<file path="src/rtl/prescaler_selector_pkg.sv">
// Shared definitions for the WS2812-style bit waveform encoder.
//
// The state type is exported so the stripe controller can expose the encoder
// phase on its debug bus without duplicating the encoding.
package prescaler_selector_pkg;

    // Encoder phases:
    //   StIdle  - post-reset filler, lasts one cycle
    //   StLoad  - request/consume one bit from the shifter (one cycle)
    //   StHigh  - line driven high, waiting on the bit's high-time timer
    //   StLow   - line driven low, waiting on the bit's low-time timer
    //   StLatch - frame finished, line held low until the latch timer expires
    typedef enum logic [2:0] {
        StIdle  = 3'd0,
        StLoad  = 3'd1,
        StHigh  = 3'd2,
        StLow   = 3'd3,
        StLatch = 3'd4
    } state_e;

    // A bit is encoded as a short+long pair: a 0 is short-high/long-low and a 1 is
    // long-high/short-low. Returns 1 when the given pulse phase uses the long timer.
    function automatic logic phase_is_long(input state_e state, input logic cur_bit);
        logic is_long;
        is_long = 1'b0;
        if (state == StHigh) begin
            is_long = cur_bit;
        end else if (state == StLow) begin
            is_long = ~cur_bit;
        end
        return is_long;
    endfunction

    // True for the two phases in which one of the pulse timers is running.
    function automatic logic phase_is_pulse(input state_e state);
        return (state == StHigh) || (state == StLow);
    endfunction

endpackage

</file>
<file path="src/rtl/prescaler_selector.sv">
// Bit-level waveform encoder for a single-wire WS2812-style LED stripe.
//
// Each data bit taken from the upstream shifter becomes a high pulse followed
// by a low pulse whose lengths are measured by two external timers (short and
// long). After the last bit the line is held low until the external latch
// timer reports completion, then the next frame is requested.
//
// Ports:
//   clk              - system clock, rising edge
//   rstn             - asynchronous active-low reset
//   bit_to_transmit  - current data bit from the shifter, captured at the end of LOAD
//   all_bits_shifted - shifter is empty, sampled at the end of LOAD
//   reset_finish     - external latch/reset timer expired
//   new_bit_rqst     - request/consume strobe to the shifter, high during LOAD
//   l_time_wait      - enables the long-time timer during a long phase
//   l_time_measured  - long-time timer expired
//   s_time_wait      - enables the short-time timer during a short phase
//   s_time_measured  - short-time timer expired
//   led_stripe_pin   - serial data line to the stripe
//
// All outputs are decoded only from the state and captured-bit flops, so no
// input ever reaches an output combinationally.
module prescaler_selector
    import prescaler_selector_pkg::*;
(
    input  logic clk,
    input  logic rstn,
    input  logic bit_to_transmit,
    input  logic all_bits_shifted,
    input  logic reset_finish,
    output logic new_bit_rqst,
    output logic l_time_wait,
    input  logic l_time_measured,
    output logic s_time_wait,
    input  logic s_time_measured,
    output logic led_stripe_pin
);

    state_e state_q, state_d;
    logic   cur_bit_q, cur_bit_d;

    // The measured input that terminates the current phase. Only the timer
    // belonging to the phase is looked at, so the other one is ignored even
    // when both are asserted together or a previous pulse lingers.
    logic phase_long;
    logic phase_done;

    always_comb begin
        phase_long = phase_is_long(state_q, cur_bit_q);
        phase_done = phase_long ? l_time_measured : s_time_measured;
    end

    // Next-state logic
    always_comb begin
        state_d   = state_q;
        cur_bit_d = cur_bit_q;
        unique case (state_q)
            StIdle: begin
                state_d = StLoad;
            end
            StLoad: begin
                if (all_bits_shifted) begin
                    state_d = StLatch;
                end else begin
                    cur_bit_d = bit_to_transmit;
                    state_d   = StHigh;
                end
            end
            StHigh: begin
                if (phase_done) begin
                    state_d = StLow;
                end
            end
            StLow: begin
                if (phase_done) begin
                    state_d = StLoad;
                end
            end
            StLatch: begin
                if (reset_finish) begin
                    state_d = StLoad;
                end
            end
            default: begin
                state_d = StIdle;
            end
        endcase
    end

    always_ff @(posedge clk or negedge rstn) begin
        if (!rstn) begin
            state_q   <= StIdle;
            cur_bit_q <= 1'b0;
        end else begin
            state_q   <= state_d;
            cur_bit_q <= cur_bit_d;
        end
    end

    // Moore output decode. The waits are mutually exclusive by construction:
    // a pulse phase enables exactly one timer, every other phase enables none.
    always_comb begin
        new_bit_rqst   = 1'b0;
        led_stripe_pin = 1'b0;
        l_time_wait    = 1'b0;
        s_time_wait    = 1'b0;
        if (state_q == StLoad) begin
            new_bit_rqst = 1'b1;
        end
        if (state_q == StHigh) begin
            led_stripe_pin = 1'b1;
        end
        if (phase_is_pulse(state_q)) begin
            l_time_wait = phase_long;
            s_time_wait = ~phase_long;
        end
    end

endmodule

</file>
<file path="config.mk">
export PLATFORM = sky130hd
export DESIGN_NAME = prescaler_selector
export DESIGN_NICKNAME = d
export VERILOG_FILES = /design/src/rtl/prescaler_selector_pkg.sv /design/src/rtl/prescaler_selector.sv
export SDC_FILE = /design/constraint.sdc
export NUM_CORES = 1
export LEC_CHECK = 0
export BUFFER_PORTS_ARGS = -buffer_cell sky130_fd_sc_hd__buf_2
export CORE_AREA = 2 2 39 41
export DETAILED_ROUTE_END_ITERATION = 6
export DIE_AREA = 0 0 41 43
export PLACE_DENSITY = 0.41
export SLEW_MARGIN = 10
export SYNTH_ARGS = -nofsm -noshare
export SYNTH_HDL_FRONTEND = slang
export SYNTH_SLANG_ARGS = --single-unit
</file>
<file path="constraint.sdc">
create_clock -name clk -period 1.5 [get_ports clk]
set_input_delay 0.075 -clock clk [delete_from_list [all_inputs] [get_ports clk]]
set_output_delay 0.075 -clock clk [all_outputs]
set_load 0.02 [all_outputs]
</file>
* After elaboration in Yosys (flattened, before gate mapping) *
Index checks and enable logic that the tools add are counted.

word-level totals
  register bits = 4
  bits in latches = 0
  RAM bits = 0
  bits in read-only memories = 0
  bits of input ports = 7
  output and inout port bits = 4
  word-level logic and storage cells = 28
  memories = 0

operators by class
  add/subtract/negate cells = 0
  $mul = 0
  div/mod/pow operators = 0
  magnitude comparators = 0
  eq/ne operators = 7
  shift-type cells = 0
  muxes and demuxes = 12
  bitwise operators = 3
  reduce and logical (&&, ||, !) cells = 4

operator list
  cell                                                                    number
  3-bit case mux with 5 select lines                                      1
  3-bit 2-to-1 mux                                                        4
  1-bit 2-to-1 mux                                                        7
  3-bit by 2-bit equality test with 1-bit output (second input constant)  2
  2-bit != test (second input constant)                                   3
  3-bit by 1-bit equality test with 1-bit output (second input constant)  1
  3-bit equality test (second input constant)                             1
  3-bit zero test                                                         1
  1-bit NOT                                                               3
  3-bit AND reduction                                                     1
  2-bit AND reduction                                                     1
  1-bit logical OR                                                        1

* Depth between registers and ports, before layout *
Gate-level depths: netlist of run 1.

  depth after elaboration = 6
  gate-level depth with buffers = 4
  mapped depth without buffers = 3

* Worst setup path before layout of run 1 *
Ideal clock, no wire load.

  kind = register to register
  from = reg state_q[0]
  to = reg state_q[0]
  library setup time = 0.130 ns
  arrival time = 1.124 ns
  required time = 1.370 ns
  slack = 0.246 ns
  cell stages (with the launch flop) = 5
  path buffers = 1
  clock period less this slack = 1.254 ns
  cell sequence = dfrtp_1 buf_6 or4b_1 o2111ai_1 a31oi_1

between the ends
  word-level cells in the longest chain between the ends = 6
  elaborated cells between the ends (all ways) = 13
  classes of those cells = 7 x eq/ne; 4 x mux; 2 x reduce/logical

ends and longest elaborated chain
  item                                            line                                                    text
  start, declared                                 prescaler_selector.sv:39                                state_e state_q, state_d;
  start signal, assigned                          prescaler_selector.sv:92                                state_q <= StIdle;
  start signal, assigned                          prescaler_selector.sv:95                                state_q <= state_d;
  3-bit by 2-bit equality test with 1-bit output  prescaler_selector_pkg.sv:28, prescaler_selector.sv:57
  1-bit 2-to-1 mux                                prescaler_selector_pkg.sv:28                            end else if (state == StLow) begin
  1-bit 2-to-1 mux                                prescaler_selector_pkg.sv:26                            if (state == StHigh) begin
  1-bit 2-to-1 mux                                prescaler_selector.sv:50                                phase_done = phase_long ? l_time_measured : s_time_measured;
  2-bit != test (no source line)                  -
  3-bit AND reduction (no source line)            -

Parallel ways exist; a longest one is shown, timed or not.
A chain may end at the register's enable or synchronous reset.

* Worst setup path after layout of run 1 *
  from = reg state_q[0]
  to = out l_time_wait

between the ends
  word-level cells in the longest chain between the ends = 4
  elaborated cells between the ends (all ways) = 6
  classes of those cells = 2 x eq/ne; 3 x mux; 1 x reduce/logical

ends and longest elaborated chain
  item                                            line                                                        text
  3-bit by 2-bit equality test with 1-bit output  prescaler_selector_pkg.sv:28, prescaler_selector_pkg.sv:36
  1-bit 2-to-1 mux                                prescaler_selector_pkg.sv:28
  1-bit 2-to-1 mux                                prescaler_selector_pkg.sv:26
  1-bit 2-to-1 mux *                              prescaler_selector.sv:113                                   if (phase_is_pulse(state_q)) begin
  end, declared                                   prescaler_selector.sv:32                                    output logic l_time_wait,

Mark *: on every way between the ends. The rest lies on a longest branch, timed or not.

==> results.yml, run 1 <==
timing:
  setup_viol: 0
  slew_viol_final: 0
  slew_headroom_pct: 85.3
  period_minus_slack_ns: 1.37
  setup_tns_ns: 0
  max_freq_mhz: 731
  clock_skew_ns: 0.00244
  rsz0062_at_grt: "false"
  hold_viol: 0
  tightest_slew_ns: 0.219
  min_period_over_period_pct: 91.3
global_routing:
  grt_pass1_wl_um: 1080
  grt_antenna_before_repair: 0
  grt_overflow: 0
  grt_use_total_pct: 9.49
  grt_max_degree: 9
  grt_pass1_vias: 250
die:
  start_util_pct: 19.0
  chipWidth_um: 41
  rows: 14
  io_pins: 11
  dieArea_um2: 1760
  core_area_um2: 1380
  die_y_um: 43
clock_network:
  cts_resized: 0
  clkLatencyLatePin_ns: 0.23
  cts_max_path_buffers: 2
  htreeDepth: 1
  root_buffer: "clkbuf_4"
  cts_made_buffers: 3
  postCtsSetupBuffers: 0
  cts_tree: "yes"
  cts.clk_slew.worst_paths_ns: 0.04
  cts.sinks: 4
worst_setup_path:
  r2r_slack_ns: 0.25
  slowest_delay_ns: 0.40
  cp.required_ns: 1.42
  critical_path.endpoint_type: "output port"
  cp.arrival_ns: 1.29
  crit_chain: "buf_4, xor2_1, and3_1, buf_2"
  cp_max_fo: 6
  crit_type: "flip-flop to output port"
  critPathLaunchType: "flip-flop"
  cpMaxStageDelayCell: "dfrtp_1"
yosys:
  syn_area_per_cell_um2: 8.76
  synth_top_area_cell: "dfrtp_1"
  ys_ff_latch: 4
  synth_top_area_share_pct: 38.1
  synthDistinctLibCells: 19
  synth-async-reset-ratio_pct: 100
  syn_nets: 37
  syn-cell-area_um2: 263
  synth-edff-count: 0
  synth_top_flop_cell: "dfrtp_1"
  synth_area_leaders: "dfrtp_1, mux2_2, nor2_1"
  ys_seq_area_share_pct: 38.1
  synth_common_cells: "dfrtp_1, nor2_1, nand2_1"
  synth_cells: 30
  yosys_warnings: 0
route:
  drc: 0
  viasPerCell: 4.20
  wl_per_cell_um: 9.52
  wl_um: 571
  drtIter0Drc: 8
  dr.pass1.iters: 2
  drtAntennaViolNets: 0
  num_vias: 252
final_layout:
  final_nets: 53
  antenna_cells: 0
  stdcell_count: 60
  layout-drive-gt1-share_pct: 40.9
  area_growth_pct: 40.0
placement:
  numPortBuffers: 10
  place.gp.congestion: 0.732
  placedCellCount: 56
outcome:
  outcome: "finished clean"
pwr:
  power.leakage_nw: 0.179
  vdd_drop_max_v: 0.000686
  power_density_nw_per_um2: 2250
job:
  maxCapViolCount: 0
hold_path:
  hold_path.class: "input pin to flip-flop"
kinds of logic after synthesis:
logic type / Yosys count / synth area share, %
buffers and inverters: 5 / 10.5
AND/OR/NAND/NOR: 12 / 23.3
multiplexers: 2 / 8.57
XOR/XNOR: 1 / 3.33
flip-flops: 4 / 38.1
AO/OA/AOI/OAI: 6 / 16.2
cell usage in the layout, fill, tap and decap left out, drive strengths merged:
cell / netlist / routed
dfrtp: 4 / 4
inv: 2 / 2
a21oi: 1 / 1
nor3: 1 / 1
nand2b: 1 / 1
a31oi: 2 / 2
and3: 1 / 1
mux2: 2 / 2
o2111ai: 1 / 1
xor2: 1 / 1
a311oi: 1 / 1
buf: 2 / 13
nor2: 4 / 4
nor3b: 1 / 1
nand2: 3 / 3
o31ai: 1 / 1
or4b: 1 / 1
clkbuf: 1 / 3
dlygate4sd3: 0 / 1
worst max-delay path, delay by kind of cell (launching register included):
family | cells | cell delay, ns
simple gates | 1 | 0.19
buf+inv | 2 | 0.32
xor+xnor | 1 | 0.16
flops | 1 | 0.40
area by class of cell:
type	instances	area (um2)
clock buffers	3	22.5
fillers	152	1020
inverters	2	7.51
multi-input cells	21	135
flip-flops and latches	4	100
well taps	16	20.0
repair buffers	14	82.6
what timing repair did:
item | 4_1_cts | 5_1_grt
setup endpoints to repair | 0 | 0
hold endpoints to repair | 4 | 0
hold buffers | 1 | 0
through the flow:
stage / setup slack, ns / total power [mW] / instance area (um2) / hold WS (ns) / util (%)
floorplan: 0.246 / 0.569 / 263 / -0.221 / -
detailed placement: 0.239 / 0.706 / 335 / -0.113 / 24.2
CTS: 0.120 / 0.843 / 368 / 0.0757 / 26.6
global placement: 0.225 / 0.712 / 335 / -0.111 / 24.2
finish: 0.131 / 0.828 / 368 / 0.0830 / 26.6
global route: 0.0495 / 0.925 / 368 / 0.0930 / 26.6
routing by layer:
layer  part of all wire (%)  GRT usage, %  vias to the layer above
met5                      0             0                        -
met4                      0          4.00                        0
met3                    6.5          6.28                        0
met2                     46          11.3                        9
met1                     47          13.1                      109
li1                       -             -                      134
report_power, final:
part	switching [mW]	internal, mW	total (mW)
Sequential	0.0461	0.162	0.208
Combinational	0.274	0.217	0.491
Clock	0.0398	0.0892	0.129
Total	0.360	0.468	0.828
worst paths after layout:
check / from / endpoint / depth (start not counted)
worst min register to register: state_q[1]$_DFFE_PN0P_ / state_q[2]$_DFFE_PN0P_ / 2
worst min-delay path: bit_to_transmit / cur_bit_q$_DFFE_PN0P_ / 2
max in group asynchronous: rstn / state_q[0]$_DFFE_PN0P_ / 2
worst max register to register: cur_bit_q$_DFFE_PN0P_ / state_q[0]$_DFFE_PN0P_ / 3
min in group asynchronous: rstn / cur_bit_q$_DFFE_PN0P_ / 2
worst max-delay path: state_q[0]$_DFFE_PN0P_ / l_time_wait / 4
registers in the layout, summed over array words and instances, names as in the netlist:
register	count
state_q	3
cur_bit_q	1
(Power assumes the default switching activity.)
==> inputs of run 2 (changes only) <==
- CORE_AREA: 2 2 39 41 -> 5 5 42 44
- DIE_AREA: 0 0 41 43 -> 0 0 47 49
==> results.yml, run 2 (synthesis gave the netlist of run 1 again) <==
outcome:
  outcome: "finished clean"
die:
  core_area_um2: 1400
  die_y_um: 49
  rows: 14
  start_util_pct: 18.8
  chipWidth_um: 47
  io_pins: 11
  dieArea_um2: 2300
route:
  dr.pass1.iters: 4
  wl_per_cell_um: 10.3
  wl_um: 597
  drtIter0Drc: 4
  drc: 0
  viasPerCell: 4.59
  drtAntennaViolNets: 0
  num_vias: 266
worst_setup_path:
  cp.required_ns: 1.42
  timing.rr.end: "cur_bit_q$_DFFE_PN0P_"
  cpMaxStageDelayCell: "dfrtp_1"
  cp.arrival_ns: 1.30
  crit_buf_inv: 2
  crit_type: "flip-flop to output port"
  cp_max_fo: 6
  r2r_start: "state_q[1]$_DFFE_PN0P_"
  r2r_slack_ns: 0.20
  critPathLaunchType: "flip-flop"
  setup.worst_path.end: "l_time_wait"
  timing.critical_path.max_delay_family: "flip-flops"
  cp.depth: 4
  critical_path.endpoint_type: "output port"
  startpoint: "state_q[0]$_DFFE_PN0P_"
  crit_chain: "buf_4, xor2_1, and3_1, buf_2"
  rr_worst_depth: 3
  slowest_delay_ns: 0.40
final_layout:
  final_common_cell: "buf_2"
  regMostFlops: "state_q"
  reg.largest.list: "state_q (3), cur_bit_q (1)"
  final_cell_mix: "buf_2, nor2_1, dfrtp_1"
  final_nets: 51
  largest_reg_flops: 3
  stdcell_count: 58
  antenna_cells: 0
  layout-drive-gt1-share_pct: 38.1
  area_growth_pct: 34.3
  finalInstanceArea_um2: 353
timing:
  setup_viol: 0
  slew_viol_final: 0
  clock_skew_ns: 0.00778
  min_period_over_period_pct: 91.8
  hold_ws_ns: 0.0765
  rsz0062_at_grt: "false"
  setup_tns_ns: 0
  max_freq_mhz: 726
  hold_viol: 0
  tightest_slew_ns: 0.233
  period_minus_slack_ns: 1.38
  slew_headroom_pct: 84.5
placement:
  place.gp.congestion: 0.740
  hpwl_um: 497
  dpl_cell_area_um2: 320
  numPortBuffers: 10
  placedCellCount: 54
hold_path:
  worstHoldStart: "bit_to_transmit"
  hold_path.class: "input pin to flip-flop"
  whs_path_depth: 2
clock_network:
  root_buffer: "clkbuf_4"
  cts.clk_slew.worst_paths_ns: 0.03
  clkLatencyLatePin_ns: 0.24
  cts_made_buffers: 3
  cts.sinks: 4
  cts_tree: "yes"
  cts_max_path_buffers: 2
  postCtsSetupBuffers: 0
  htreeDepth: 1
pwr:
  power.leakage_nw: 0.169
  power_density_nw_per_um2: 2260
  vdd_drop_max_v: 0.000616
  totalPowerFinal_mw: 0.799
global_routing:
  grt_use_total_pct: 7.00
  grt_overflow: 0
  grt_pass1_wl_um: 1130
  grt_antenna_before_repair: 0
  grt_max_degree: 10
  grt_pass1_vias: 262
job:
  maxCapViolCount: 0
[run 2: worst min path at each step]
stage	to	slack (ns)
2_1_floorplan	cur_bit_q$_DFFE_PN0P_	-0.22
3_3_place_gp	cur_bit_q$_DFFE_PN0P_	-0.11
3_5_place_dp	state_q[2]$_DFFE_PN0P_	-0.11
4_1_cts	cur_bit_q$_DFFE_PN0P_	0.07
5_1_grt	cur_bit_q$_DFFE_PN0P_	0.09
6_report	cur_bit_q$_DFFE_PN0P_	0.08
[run 2: report_power, final]
part	internal, mW	leakage [nW]	total (mW)	switching (mW)
Sequential	0.162	0.0485	0.246	0.0847
Combinational	0.187	0.107	0.418	0.231
Clock	0.0895	0.0138	0.134	0.0448
[run 2: what timing repair did]
action / in CTS / in global routing
endpoints found under the setup margin: 0 / 0
hold endpoints to repair: 4 / 0
gates resized for setup: 0 / 0
hold buffers: 1 / 0
[run 2: final cells by class]
| cell class | count | area, um2 |
|---|---|---|
| Sequential cell | 4 | 100 |
| Timing Repair Buffer | 12 | 67.6 |
| Multi-Input combinational cell | 21 | 135 |
| Clock buffer | 3 | 22.5 |
| Tap cell | 16 | 20.0 |
| Inverter | 2 | 7.51 |
| Fill cell | 171 | 1050 |
[run 2: metrics by stage]
step                worst slack, ns  utilization (%)
floorplan                     0.246                -
global placement              0.214             22.9
detailed placement            0.198             22.9
global route                 0.0636             25.2
finish                        0.123             25.2
CTS                           0.115             25.2
[run 2: metal layers]
layer  vias up  routed length (um)  GRT usage, %
li1        130                   -             -
met1       130                 212          7.11
met2         4                 359          10.4
met3         2                  10          1.11
met4         0                  14          8.29
met5         -                   0             0
==> inputs of run 3 (changes only) <==
- ABC_AREA: not set -> 1
- PLACE_DENSITY: 0.41 -> 0.44
==> results.yml, run 3 <==
placement:
  place.gp.congestion: 0.735
  numPortBuffers: 10
  hpwl_um: 633
  placedCellCount: 73
yosys:
  syn_nets: 54
  yosys_warnings: 0
  synth_cells: 47
  synth-edff-count: 0
  synth_area_leaders: "dfrtp_1, nand2_1, nand2_2"
  synth-async-reset-ratio_pct: 100
  syn-cell-area_um2: 302
  synth_top_area_cell: "dfrtp_1"
  synth.most_common_cell: "nand2_1"
  ys_seq_area_share_pct: 33.2
  ys_ff_latch: 4
  synth_top_flop_cell: "dfrtp_1"
  synthDistinctLibCells: 14
  synth_top_area_share_pct: 33.2
  synth_common_cells: "nand2_1, nor2_1, inv_1, nand2_2"
  syn_area_per_cell_um2: 6.42
worst_setup_path:
  critical_path.endpoint_type: "output port"
  cpMaxStageDelayCell: "dfrtp_1"
  critPathLaunchType: "flip-flop"
  cp.arrival_ns: 1.19
  cp.required_ns: 1.42
  crit_type: "flip-flop to output port"
  crit_chain: "inv_2, nand2_1, nand2_2, nor2_1, buf_2"
  crit_buf_inv: 2
  timing.critical_path.max_delay_family: "flip-flops"
  cp_max_fo: 7
  slowest_delay_ns: 0.46
job:
  maxCapViolCount: 0
clock_network:
  postCtsSetupBuffers: 0
  clkLatencyLatePin_ns: 0.23
  cts_made_buffers: 3
  root_buffer: "clkbuf_4"
  cts_tree: "yes"
  cts.clk_slew.worst_paths_ns: 0.04
  cts_max_path_buffers: 2
  htreeDepth: 1
  cts.sinks: 4
final_layout:
  final_nets: 70
  regArea_um2: 100
  final_common_cell: "nand2_1"
  stdcell_count: 77
  multi_input_area_um2: 175
  area_growth_pct: 34.0
  fin_util_pct: 28.8
  regMostFlops: "state_q"
  fill_cells: 166
  layout-drive-gt1-share_pct: 36.1
  reg.largest.list: "state_q (3), cur_bit_q (1)"
  final_cell_mix: "nand2_1, buf_2, nor2_1"
  antenna_cells: 0
  largest_reg_flops: 3
route:
  drc: 0
  drtIter0Drc: 3
  num_vias: 335
  wl_um: 746
  viasPerCell: 4.35
  dr.pass1.iters: 4
  drtAntennaViolNets: 0
  wl_per_cell_um: 9.69
global_routing:
  grt_antenna_before_repair: 0
  grt_use_total_pct: 7.90
  grt_overflow: 0
  grt_pass1_vias: 308
  grt_max_degree: 8
  grt_pass1_wl_um: 1300
die:
  chipWidth_um: 47
  rows: 14
  die_y_um: 49
  start_util_pct: 21.5
  io_pins: 11
  core_area_um2: 1400
  dieArea_um2: 2300
pwr:
  power.leakage_nw: 0.228
  vdd_drop_max_v: 0.000776
  totalPowerFinal_mw: 0.894
  power_density_nw_per_um2: 2210
outcome:
  outcome: "finished clean"
timing:
  tightest_slew_ns: 0.231
  min_period_over_period_pct: 84.1
  slew_headroom_pct: 84.6
  rsz0062_at_grt: "false"
  hold_viol: 0
  setup_tns_ns: 0
  max_freq_mhz: 793
  setup_viol: 0
  clock_skew_ns: 0.000193
  period_minus_slack_ns: 1.26
  slew_viol_final: 0
hold_path:
  hold_path.class: "input pin to flip-flop"
## run 3: cell count changes after synthesis, moves of 3 or more
cell,before,now
nand2_2,0,5
inv_1,2,5
nand2_1,3,13
nand3_1,0,4
## run 3: final timing paths
kind | from | end | slack (ns) | depth (start not counted)
setup / recovery | state_q[0]$_DFFE_PN0P_ | s_time_wait | 0.24 | 5
hold / removal | all_bits_shifted | state_q[2]$_DFFE_PN0P_ | 0.05 | 3
setup reg to reg | state_q[0]$_DFFE_PN0P_ | state_q[1]$_DFFE_PN0P_ | 0.38 | 6
hold reg to reg | state_q[2]$_DFFE_PN0P_ | state_q[2]$_DFFE_PN0P_ | 0.58 | 3
max in group asynchronous | rstn | cur_bit_q$_DFFE_PN0P_ | 1.20 | 2
min in group asynchronous | rstn | state_q[0]$_DFFE_PN0P_ | 0.17 | 2
## run 3: cell families (layout without fill, tap and decap cells)
logic type / Yosys count / count (layout) / share of synthesized area, %
AND/OR/NAND/NOR: 33 / 33 / 52.3
buffers and inverters: 7 / 21 / 8.72
flip-flops: 4 / 4 / 33.2
AO/OA/AOI/OAI: 3 / 3 / 5.81
## run 3: final cells by class
type | count | share of cell area, %
clock buffers | 3 | 5.57
inverters | 7 | 6.50
multi-input cells | 36 | 43.3
flip-flops and latches | 4 | 24.8
well taps | 16 | 4.95
repair buffers | 11 | 14.9
## run 3: metrics by stage
step	setup slack, ns	area (um2)	hold WS [ns]
2_1_floorplan	0.261	302	-0.221
3_3_place_gp	0.396	372	-0.107
3_5_place_dp	0.377	372	-0.107
4_1_cts	0.222	404	0.0408
5_1_grt	0.119	404	0.0827
6_report	0.238	404	0.0501
## run 3: layer usage
layer | wire (um) | GRT usage [%]
met1 | 339 | 10.4
met4 | 0 | 5.53
met3 | 48 | 2.21
met5 | 0 | 0
met2 | 358 | 10.6
## run 3: what timing repair did
action	in CTS	in global routing
endpoints found under the hold margin	4	0
endpoints found under the setup margin	0	0
gates resized for setup	0	0
hold buffers	1	0
## run 3: worst min-delay path, cell delays in order
cell     delay, ns
buf_2         0.09
nand2_1       0.04
nand2_1       0.04
## run 3: power by group
group          total, mW  switching (mW)  internal [mW]  leakage (nW)
registers          0.231          0.0701          0.161        0.0482
logic              0.527           0.344          0.183         0.166
clock network      0.136          0.0468         0.0897        0.0138
